<file path="src/rtl/chip_access_ctrl.sv">
// Analog-array access controller: runs one strobed access per command with a
// programmable gated chip clock, then returns synchronised array bits.
module chip_access_ctrl #(
  parameter int DivWidth     = 8,
  parameter int NcycWidth    = 4,
  parameter int AddrColWidth = 5,
  parameter int AddrRowWidth = 5,
  parameter int NumArrays    = 4
) (
  input  logic                    clk_sys_in,
  input  logic                    rst_sys_in,
  input  logic [DivWidth-1:0]     div_i,
  input  logic                    cmd_valid_i,
  output logic                    cmd_ready_o,
  input  logic [1:0]              cmd_instr_i,
  input  logic [3:0]              cmd_ctrl_i,
  input  logic [AddrColWidth-1:0] cmd_col_i,
  input  logic [AddrRowWidth-1:0] cmd_row_i,
  input  logic [NcycWidth-1:0]    cmd_ncyc_i,
  input  logic                    abort_i,
  output logic                    rsp_valid_o,
  input  logic                    rsp_ready_i,
  output logic [NumArrays-1:0]    rsp_data_o,
  output logic                    busy_o,
  output logic                    chip_clk_o,
  output logic                    cbl_o,
  output logic                    cblen_o,
  output logic                    csl_o,
  output logic                    cwl_o,
  output logic [1:0]              instr_o,
  output logic [AddrColWidth-1:0] addr_col_o,
  output logic [AddrRowWidth-1:0] addr_row_o,
  input  logic [NumArrays-1:0]    bit_in_i,
  output logic [2:0]              dbg_state
);

  // Both channels use valid/ready: a transfer happens on the rising clk_sys_in
  // edge where valid and ready are both high; valid and its payload hold until then.
  typedef enum logic [2:0] {IDLE, SETUP, RUN, HOLD, RESP} state_t;

  state_t                 state_q, state_d;
  logic [DivWidth-1:0]    div_q, cnt_q, cnt_d;
  logic [NcycWidth-1:0]   ncyc_q, pcnt_q, pcnt_d;
  logic [NumArrays-1:0]   sync1_q, sync2_q;
  logic                   chip_clk_d;
  logic                   load;
  logic                   capture;
  logic                   phase_done;
  logic                   in_access;

  assign phase_done = (cnt_q == div_q);
  assign in_access  = (state_q == SETUP) || (state_q == RUN) || (state_q == HOLD);
  assign dbg_state  = state_q;

  always_ff @(posedge clk_sys_in or negedge rst_sys_in) begin
    if (!rst_sys_in) begin
      state_q <= IDLE;
      cnt_q   <= '0;
      pcnt_q  <= '0;
    end else begin
      state_q <= state_d;
      cnt_q   <= cnt_d;
      pcnt_q  <= pcnt_d;
    end
  end

  // cnt_q counts sys cycles within one chip-clock phase; it restarts at every
  // phase boundary, so a divide setting of all ones never needs to wrap.
  always_comb begin
    state_d    = state_q;
    cnt_d      = cnt_q + 1'b1;
    pcnt_d     = pcnt_q;
    chip_clk_d = chip_clk_o;
    load       = 1'b0;
    capture    = 1'b0;
    case (state_q)
      IDLE: begin
        cnt_d  = '0;
        pcnt_d = '0;
        if (cmd_valid_i) begin
          state_d = SETUP;
          load    = 1'b1;
        end
      end
      SETUP: begin
        if (phase_done) begin
          state_d    = RUN;
          cnt_d      = '0;
          chip_clk_d = 1'b1;
        end
      end
      RUN: begin
        if (phase_done) begin
          cnt_d = '0;
          if (!chip_clk_o) begin
            chip_clk_d = 1'b1;
          end else begin
            chip_clk_d = 1'b0;
            if (pcnt_q == ncyc_q) state_d = HOLD;
            else                  pcnt_d  = pcnt_q + 1'b1;
          end
        end
      end
      HOLD: begin
        if (phase_done) begin
          state_d = RESP;
          cnt_d   = '0;
          capture = 1'b1;
        end
      end
      RESP: begin
        cnt_d = '0;
        if (rsp_ready_i) state_d = IDLE;
      end
      default: state_d = IDLE;
    endcase
    if (abort_i && in_access) begin
      state_d    = IDLE;
      chip_clk_d = 1'b0;
      capture    = 1'b0;
    end
  end

  // Every pin is a flop; the chip clock comes from one flop so it cannot glitch.
  always_ff @(posedge clk_sys_in or negedge rst_sys_in) begin
    if (!rst_sys_in) begin
      div_q       <= '0;
      ncyc_q      <= '0;
      chip_clk_o  <= 1'b0;
      cmd_ready_o <= 1'b1;
      busy_o      <= 1'b0;
      rsp_valid_o <= 1'b0;
      rsp_data_o  <= '0;
      cbl_o       <= 1'b0;
      cblen_o     <= 1'b0;
      csl_o       <= 1'b0;
      cwl_o       <= 1'b0;
      instr_o     <= '0;
      addr_col_o  <= '0;
      addr_row_o  <= '0;
    end else begin
      chip_clk_o  <= chip_clk_d;
      cmd_ready_o <= (state_d == IDLE);
      busy_o      <= (state_d != IDLE);
      rsp_valid_o <= (state_d == RESP);
      if (load) begin
        div_q                         <= div_i;
        ncyc_q                        <= cmd_ncyc_i;
        {cbl_o, cblen_o, csl_o, cwl_o} <= cmd_ctrl_i;
        instr_o                       <= cmd_instr_i;
        addr_col_o                    <= cmd_col_i;
        addr_row_o                    <= cmd_row_i;
      end else if (state_d == IDLE) begin
        {cbl_o, cblen_o, csl_o, cwl_o} <= 4'b0000;
      end
      if (capture) rsp_data_o <= sync2_q;
    end
  end

  always_ff @(posedge clk_sys_in or negedge rst_sys_in) begin
    if (!rst_sys_in) begin
      sync1_q <= '0;
      sync2_q <= '0;
    end else begin
      sync1_q <= bit_in_i;
      sync2_q <= sync1_q;
    end
  end

endmodule

</file>
<file path="config.mk">
export PLATFORM = sky130hd
export DESIGN_NAME = chip_access_ctrl
export DESIGN_NICKNAME = d
export VERILOG_FILES = /design/src/rtl/chip_access_ctrl.sv
export SDC_FILE = /design/constraint.sdc
export NUM_CORES = 1
export LEC_CHECK = 0
export ABC_AREA = 1
export CAP_MARGIN = 25
export CORE_MARGIN = 10
export CORE_UTILIZATION = 53
export CTS_CLUSTER_DIAMETER = 60
export DETAILED_ROUTE_END_ITERATION = 10
export HOLD_SLACK_MARGIN = 0.08
export PLACE_DENSITY = 0.95
export SYNTH_ARGS = -nofsm -noshare
export SYNTH_HDL_FRONTEND = slang
export SYNTH_SLANG_ARGS = --single-unit
</file>
<file path="constraint.sdc">
create_clock -name clk_sys_in -period 2.38 [get_ports clk_sys_in]
set_clock_uncertainty 0.1 [all_clocks]
set_input_delay 0.238 -clock clk_sys_in [delete_from_list [all_inputs] [get_ports clk_sys_in]]
set_output_delay 0.238 -clock clk_sys_in [all_outputs]
set_load 0.01 [all_outputs]
</file>
==> metrics, run 1 <==
result of the run finished clean; Initial DRC Count 112; Pins Over Slew Limit 0; Worst Max-Slew Pin Slew 0.6457 ns; Root Buffer clkbuf_8; path type of the worst setup path register to register; min Tclk post-route 1.938 ns; number of flip-flops and latches in the synthesized netlist 59; worst hold-check path type input port to register; highest ir drop seen on vdd 0.5652 mV; clock tree from TritonCTS yes; Post-Synthesis Cells 323; number of I/O pins 64; count of nets left with antenna violations after detail routing 0; Hold Crit Depth 1; data required time at the worst endpoint 2.47 ns; number of enable flip-flop cells after synthesis 0; commonest non-fill, non-tap cells in the layout nand2_1 (128), clkdlybuf4s50_1 (62), dfrtp_1 (58); layer carrying the most global-route usage met2; vertical die dimension 91.30 um; iteration count of the initial detailed-routing pass 4; FF-to-FF End div_q[2]; FF-to-FF Start dbg_state[0]; distinct cell type count of the synthesized netlist 28; Synth async-reset ratio 100.0%; share of layout cells above drive strength 1 11.31%; port bufs 63; number of hold buffers added after cts 1; insertion delay of the later-clocked pin in the worst-skew pair 0.34 ns; worst slew margin relative to its limit 56.95%; CTS Buffer Depth 2; met2 Track Usage GR 29.42%; setup repair after global routing missed its margin no; # rows 25; Placed Instances 448; vias in the first global route 2362; net count after synthesis 362; via count of the routed design 2249; power density normalized to cell area 1054 mW/mm^2; CP Launch Type register; Avg WL per Cell 13.82 um; Cell Area, Synth 0.002694 mm^2; most frequent standard cell in the layout excluding fill and tap cells nand2_1; average size of a mapped cell 8.340 um^2; H-tree level count 3; Worst R2R Path Depth 6; post-detailed-placement half-perimeter wirelength 4.766 mm; first-pass GRT wire length 10.71 mm; total number of nets in the final design 432; Sum Neg Setup Slack 0 ns; pin count of the biggest net entering global routing 40; M3 GR Usage 5.679%; starting density of the core 55.92%; Die Outline Area 0.008335 mm^2; crit-path max FO 39; number of diodes 0; predominant post-synthesis flop cell dfrtp_1; setup slack on the worst flop-to-flop path 0.44 ns; launching element of the worst setup path dbg_state[0]; met1 global-route usage 15.61%; hold violation total from the final report 0; post-CTS setup buffer count 0; upper clock frequency limit 516.1 MHz; hold_sp bit_in_i[2]; arrival time reported for the critical path endpoint 2.03 ns; Avg Vias per Cell 4.837; Maximum Capacitance Violations 0; post-cts gate resize count 0; synthesis-to-layout area growth 33.58%; Seq/Total Area, Yosys 54.85%; initial antenna violation count 0; global route overflow 0; kind of end point of the critical path register; die width 91.30 um; routability-driven placement congestion ratio 0.8551; DRC errors left 0; clock transition at the registers of the reported paths 0.07 ns; count of non-filler cells in the finished layout 465; number of CTS-inserted buffers 9; Core Area 0.004817 mm^2; Overall Global Routing Usage 16.07%; final worst path period share 81.41%; Hold Worst Slack 0.2376 ns; terminating pin of the worst hold path sync1_q[2]; Detailed Route WL 6.428 mm; leakage power 0.001805 uW; Yosys Warn Count 0; Final setup viols 0; number of clock sinks seen by CTS 59
[kinds of logic after synthesis]
kind of cell,Yosys count,synth area share [%]
simple gates,181,29.82
flops,59,54.85
buf+inv,52,7.896
compound gates,23,4.552
xor+xnor,6,1.951
fa+ha+maj,2,0.9288
[layer usage]
layer | vias to the layer above | share of wire (%)
met3 | 18 | 5.5
met1 | 1060 | 39
met4 | 0 | 2.9
li1 | 1111 | -
met5 | - | 0
met2 | 60 | 53
[worst max path at each step]
stage	endpoint	slack (ns)	depth (start not counted)
2_1_floorplan	cbl_o	0.84	10
3_3_place_gp	ncyc_q[0]	0.59	6
3_5_place_dp	div_q[2]	0.47	6
4_1_cts	div_q[2]	0.43	6
5_1_grt	div_q[2]	0.22	7
6_report	div_q[2]	0.44	6
[through the flow]
step | util [%] | power (uW) | instance area [um^2] | worst slack (ns)
4_1_cts | 74.70 | 3823 | 3598 | 0.4264
3_5_place_dp | 70.23 | 2870 | 3383 | 0.4656
5_1_grt | 74.70 | 4056 | 3598 | 0.2217
6_report | 74.70 | 3794 | 3598 | 0.4425
2_1_floorplan | - | 2269 | 2694 | 0.8404
3_3_place_gp | 70.23 | 2794 | 3383 | 0.5942
[state kept, by name, summed over array words and instances, names as in the netlist, 2 cells and up]
name,cells
cnt_q,8
div_q,8
addr_col_o,5
addr_row_o,5
ncyc_q,4
pcnt_q,4
rsp_data_o,4
sync1_q,4
sync2_q,4
dbg_state,3
instr_o,2
[cell usage after synthesis, types with 2 or more instances]
cell	n	area, um^2
nand2_1	128	480.5
dfrtp_1	58	1451
o21ai_1	2	10.01
nor3_1	2	10.01
nor2_1	22	82.58
ha_1	2	25.02
inv_1	38	142.6
xnor2_1	3	26.28
nand2_4	4	45.04
buf_4	2	15.01
nand3_1	10	50.05
a21oi_1	3	15.01
o21ai_0	16	80.08
inv_2	8	30.03
xor2_1	3	26.28
nand2_2	4	25.02
nor2_2	3	18.77
o21ai_2	2	17.52
buf_2	2	10.01
nor2_4	3	33.78
[power by group]
part | internal (uW) | total [uW] | switching, uW
Clock | 539 | 934 | 395
Sequential | 1290 | 1480 | 192
Combinational | 600 | 1380 | 780
Total | 2430 | 3790 | 1370
[area by class of cell]
type | instances | area (um^2)
multi-input combinational | 212 | 1003
inverter | 46 | 172.7
sequential | 59 | 1478
clock inverter | 4 | 50.05
fill | 328 | 1219
clock buffer | 12 | 155.1
tap | 67 | 83.83
timing repair buffer | 65 | 655.6
[worst max-delay path: stages, from the launching register on]
cell	delay, ns
dfrtp_1	0.47
nor2_2	0.22
inv_2	0.09
nor2_4	0.12
nand2_4	0.15
inv_2	0.46
o21ai_0	0.17
(Power assumes the default switching activity.)
==> run 2, diff against run 1 <==
--- a/config.mk
+++ b/config.mk
@@ -8,11 +8,11 @@
 export ABC_AREA = 1
 export CAP_MARGIN = 25
 export CORE_MARGIN = 10
-export CORE_UTILIZATION = 53
+export CORE_UTILIZATION = 49
 export CTS_CLUSTER_DIAMETER = 60
 export DETAILED_ROUTE_END_ITERATION = 10
 export HOLD_SLACK_MARGIN = 0.08
-export PLACE_DENSITY = 0.95
+export PLACE_DENSITY = 0.9
 export SYNTH_ARGS = -nofsm -noshare
 export SYNTH_HDL_FRONTEND = slang
 export SYNTH_SLANG_ARGS = --single-unit
==> constraint.sdc (replaced) <==
create_clock -name clk_sys_in -period 2 [get_ports clk_sys_in]
set_clock_uncertainty 0.1 [all_clocks]
set_input_delay 0.2 -clock clk_sys_in [delete_from_list [all_inputs] [get_ports clk_sys_in]]
set_output_delay 0.2 -clock clk_sys_in [all_outputs]
set_load 0.01 [all_outputs]
==> run 2 against run 1 <==
Net effect:
- hold slack worse by 0.054 ns
- clock power up 31%
- register-to-register slack worse by 0.22 ns
- core utilization down 4.8 points
- combinational power up 18%
- largest cell class unchanged
- first-iteration DRC count down 15%
- critical path depth down 5
- critical path type is now register to output port
- global-route usage down 1.5 points
- via count down 2.4%
- sequential share of layout area down 0.42 points
- highest routed layer unchanged
==> metrics, run 2 (synthesized netlist as in run 1, its figures left out) <==
vias in the first global route 2298; vertical die dimension 94.15 um; cell family with most CP delay buffers and inverters; FF-to-FF End csl_o; worst slew margin relative to its limit 64.70%; power density normalized to cell area 1267 mW/mm^2; critical path's largest stage delay 0.63 ns; die width 94.15 um; number of diodes 0; Core Area 0.005205 mm^2; first-pass GRT wire length 10.16 mm; routability-driven placement congestion ratio 0.8495; port bufs 63; path type of the worst setup path register to output port; Detailed Route WL 5.999 mm; hold_sp bit_in_i[2]; starting density of the core 51.75%; Met3 Wirelength 340 um; clock transition at the registers of the reported paths 0.08 ns; post-CTS setup buffer count 0; number of CTS-inserted buffers 9; arrival time reported for the critical path endpoint 1.57 ns; commonest non-fill, non-tap cells in the layout nand2_1 (128), clkdlybuf4s50_1 (62), dfrtp_1 (58); Die Outline Area 0.008863 mm^2; Initial DRC Count 95; Pins Over Slew Limit 0; pin count of the biggest net entering global routing 38; share of layout cells above drive strength 1 12.00%; setup repair after global routing missed its margin no; Avg Vias per Cell 4.668; DRC errors left 0; Root Buffer clkbuf_8; cell-internal power 2980 uW; hold violation total from the final report 0; kind of end point of the critical path output port; number of I/O pins 64; switching share of power 35.34%; sequential share of power 38.1%; final worst path period share 93.62%; Worst Max-Slew Pin Slew 0.5296 ns; count of non-filler cells in the finished layout 470; iteration count of the initial detailed-routing pass 5; FF-to-FF Start dbg_state[2]; upper clock frequency limit 534.1 MHz; wire length on met1 2.447 mm; Overall Global Routing Usage 14.53%; Hold Crit Depth 1; Highest Signal Layer met4; Final setup viols 0; highest ir drop seen on vdd 0.7817 mV; post-detailed-placement half-perimeter wirelength 4.454 mm; synthesis-to-layout area growth 34.97%; H-tree level count 3; global route overflow 0; crit-path max FO 10; min Tclk post-route 1.872 ns; Avg WL per Cell 12.76 um; Sum Neg Setup Slack 0 ns; clock power share 26.5%; CP Launch Type register; count of nets left with antenna violations after detail routing 0; leakage power 0.001829 uW; total number of nets in the final design 434; met2 WL post-DR 3.068 mm; result of the run finished clean; terminating pin of the worst hold path sync1_q[2]; data required time at the worst endpoint 1.70 ns; leading registers by flop count cnt_q x8, div_q x8; CP max stage cell clkdlybuf4s50_1; most frequent standard cell in the layout excluding fill and tap cells nand2_1; Worst R2R Path Depth 9; series of cell instances along the critical path clkdlybuf4s50_1; Placed Instances 453; insertion delay of the later-clocked pin in the worst-skew pair 0.34 ns; clock tree from TritonCTS yes; # rows 26; via count of the routed design 2194; Hold Worst Slack 0.1834 ns; CTS Buffer Depth 2; power spent charging and discharging nets 1628 uW; number of clock sinks seen by CTS 59; crit path buf inv count 1; Maximum Capacitance Violations 0; Combinational Power Share 35.5%; initial antenna violation count 0; setup slack on the worst flop-to-flop path 0.22 ns; worst hold-check path type input port to register
-- run 2: cell count changes in the layout (fill, tap and decap cells not counted) --
cell,previous run,this run
bufinv_16,1,2
buf_4,0,2
clkbuf_1,1,0
clkinv_4,0,2
inv_6,0,2
clkbuf_8,11,9
clkinvlp_4,2,0
-- run 2: through the flow --
step           power, uW  setup slack (ns)  instance area (um^2)  utilization, %
2_1_floorplan       2700            0.4604                  2694               -
3_3_place_gp        3357            0.3300                  3402           65.36
3_5_place_dp        3423            0.2479                  3402           65.36
4_1_cts             4662            0.1186                  3636           69.86
5_1_grt             4961           0.03879                  3636           69.86
6_report            4608            0.1277                  3636           69.86
-- run 2: worst max-delay path by stage --
stage | cells after the start | from | to | slack (ns)
CTS | 1 | dbg_state[2] | dbg_state[2] | 0.12
detailed placement | 9 | dbg_state[2] | cwl_o | 0.25
global route | 9 | dbg_state[2] | cbl_o | 0.04
global placement | 9 | dbg_state[2] | csl_o | 0.33
finish | 1 | dbg_state[2] | dbg_state[2] | 0.13
floorplan | 10 | dbg_state[2] | cbl_o | 0.46
-- run 2: final cells by class --
| type | count | area (um^2) |
|---|---|---|
| flip-flops and latches | 59 | 1478 |
| clock buffers | 9 | 123.9 |
| inverters | 46 | 172.7 |
| repair buffers | 67 | 670.6 |
| clock inverters | 7 | 100.1 |
| multi-input cells | 212 | 1003 |
| fillers | 409 | 1569 |
| well taps | 70 | 87.58 |
-- run 2: per-layer routing --
| layer | vias up | global-route usage [%] |
|---|---|---|
| li1 | 1116 | - |
| met3 | 11 | 5.196 |
| met1 | 1025 | 15.48 |
| met5 | - | 0 |
| met4 | 0 | 7.722 |
| met2 | 42 | 24.54 |
-- run 2: power groups by stage --
stage | logic [uW] | registers (uW) | clock network, uW
2_1_floorplan | 876 | 1820 | 0
3_5_place_dp | 1660 | 1770 | 0
4_1_cts | 1670 | 1750 | 1240
5_1_grt | 1860 | 1800 | 1310
3_3_place_gp | 1600 | 1760 | 0
6_report | 1630 | 1750 | 1220
-- run 2: repair_timing --
item / CTS / global route
resized for setup: 0 / 0
hold endpoints to repair: 21 / 0
hold buffers: 1 / 0
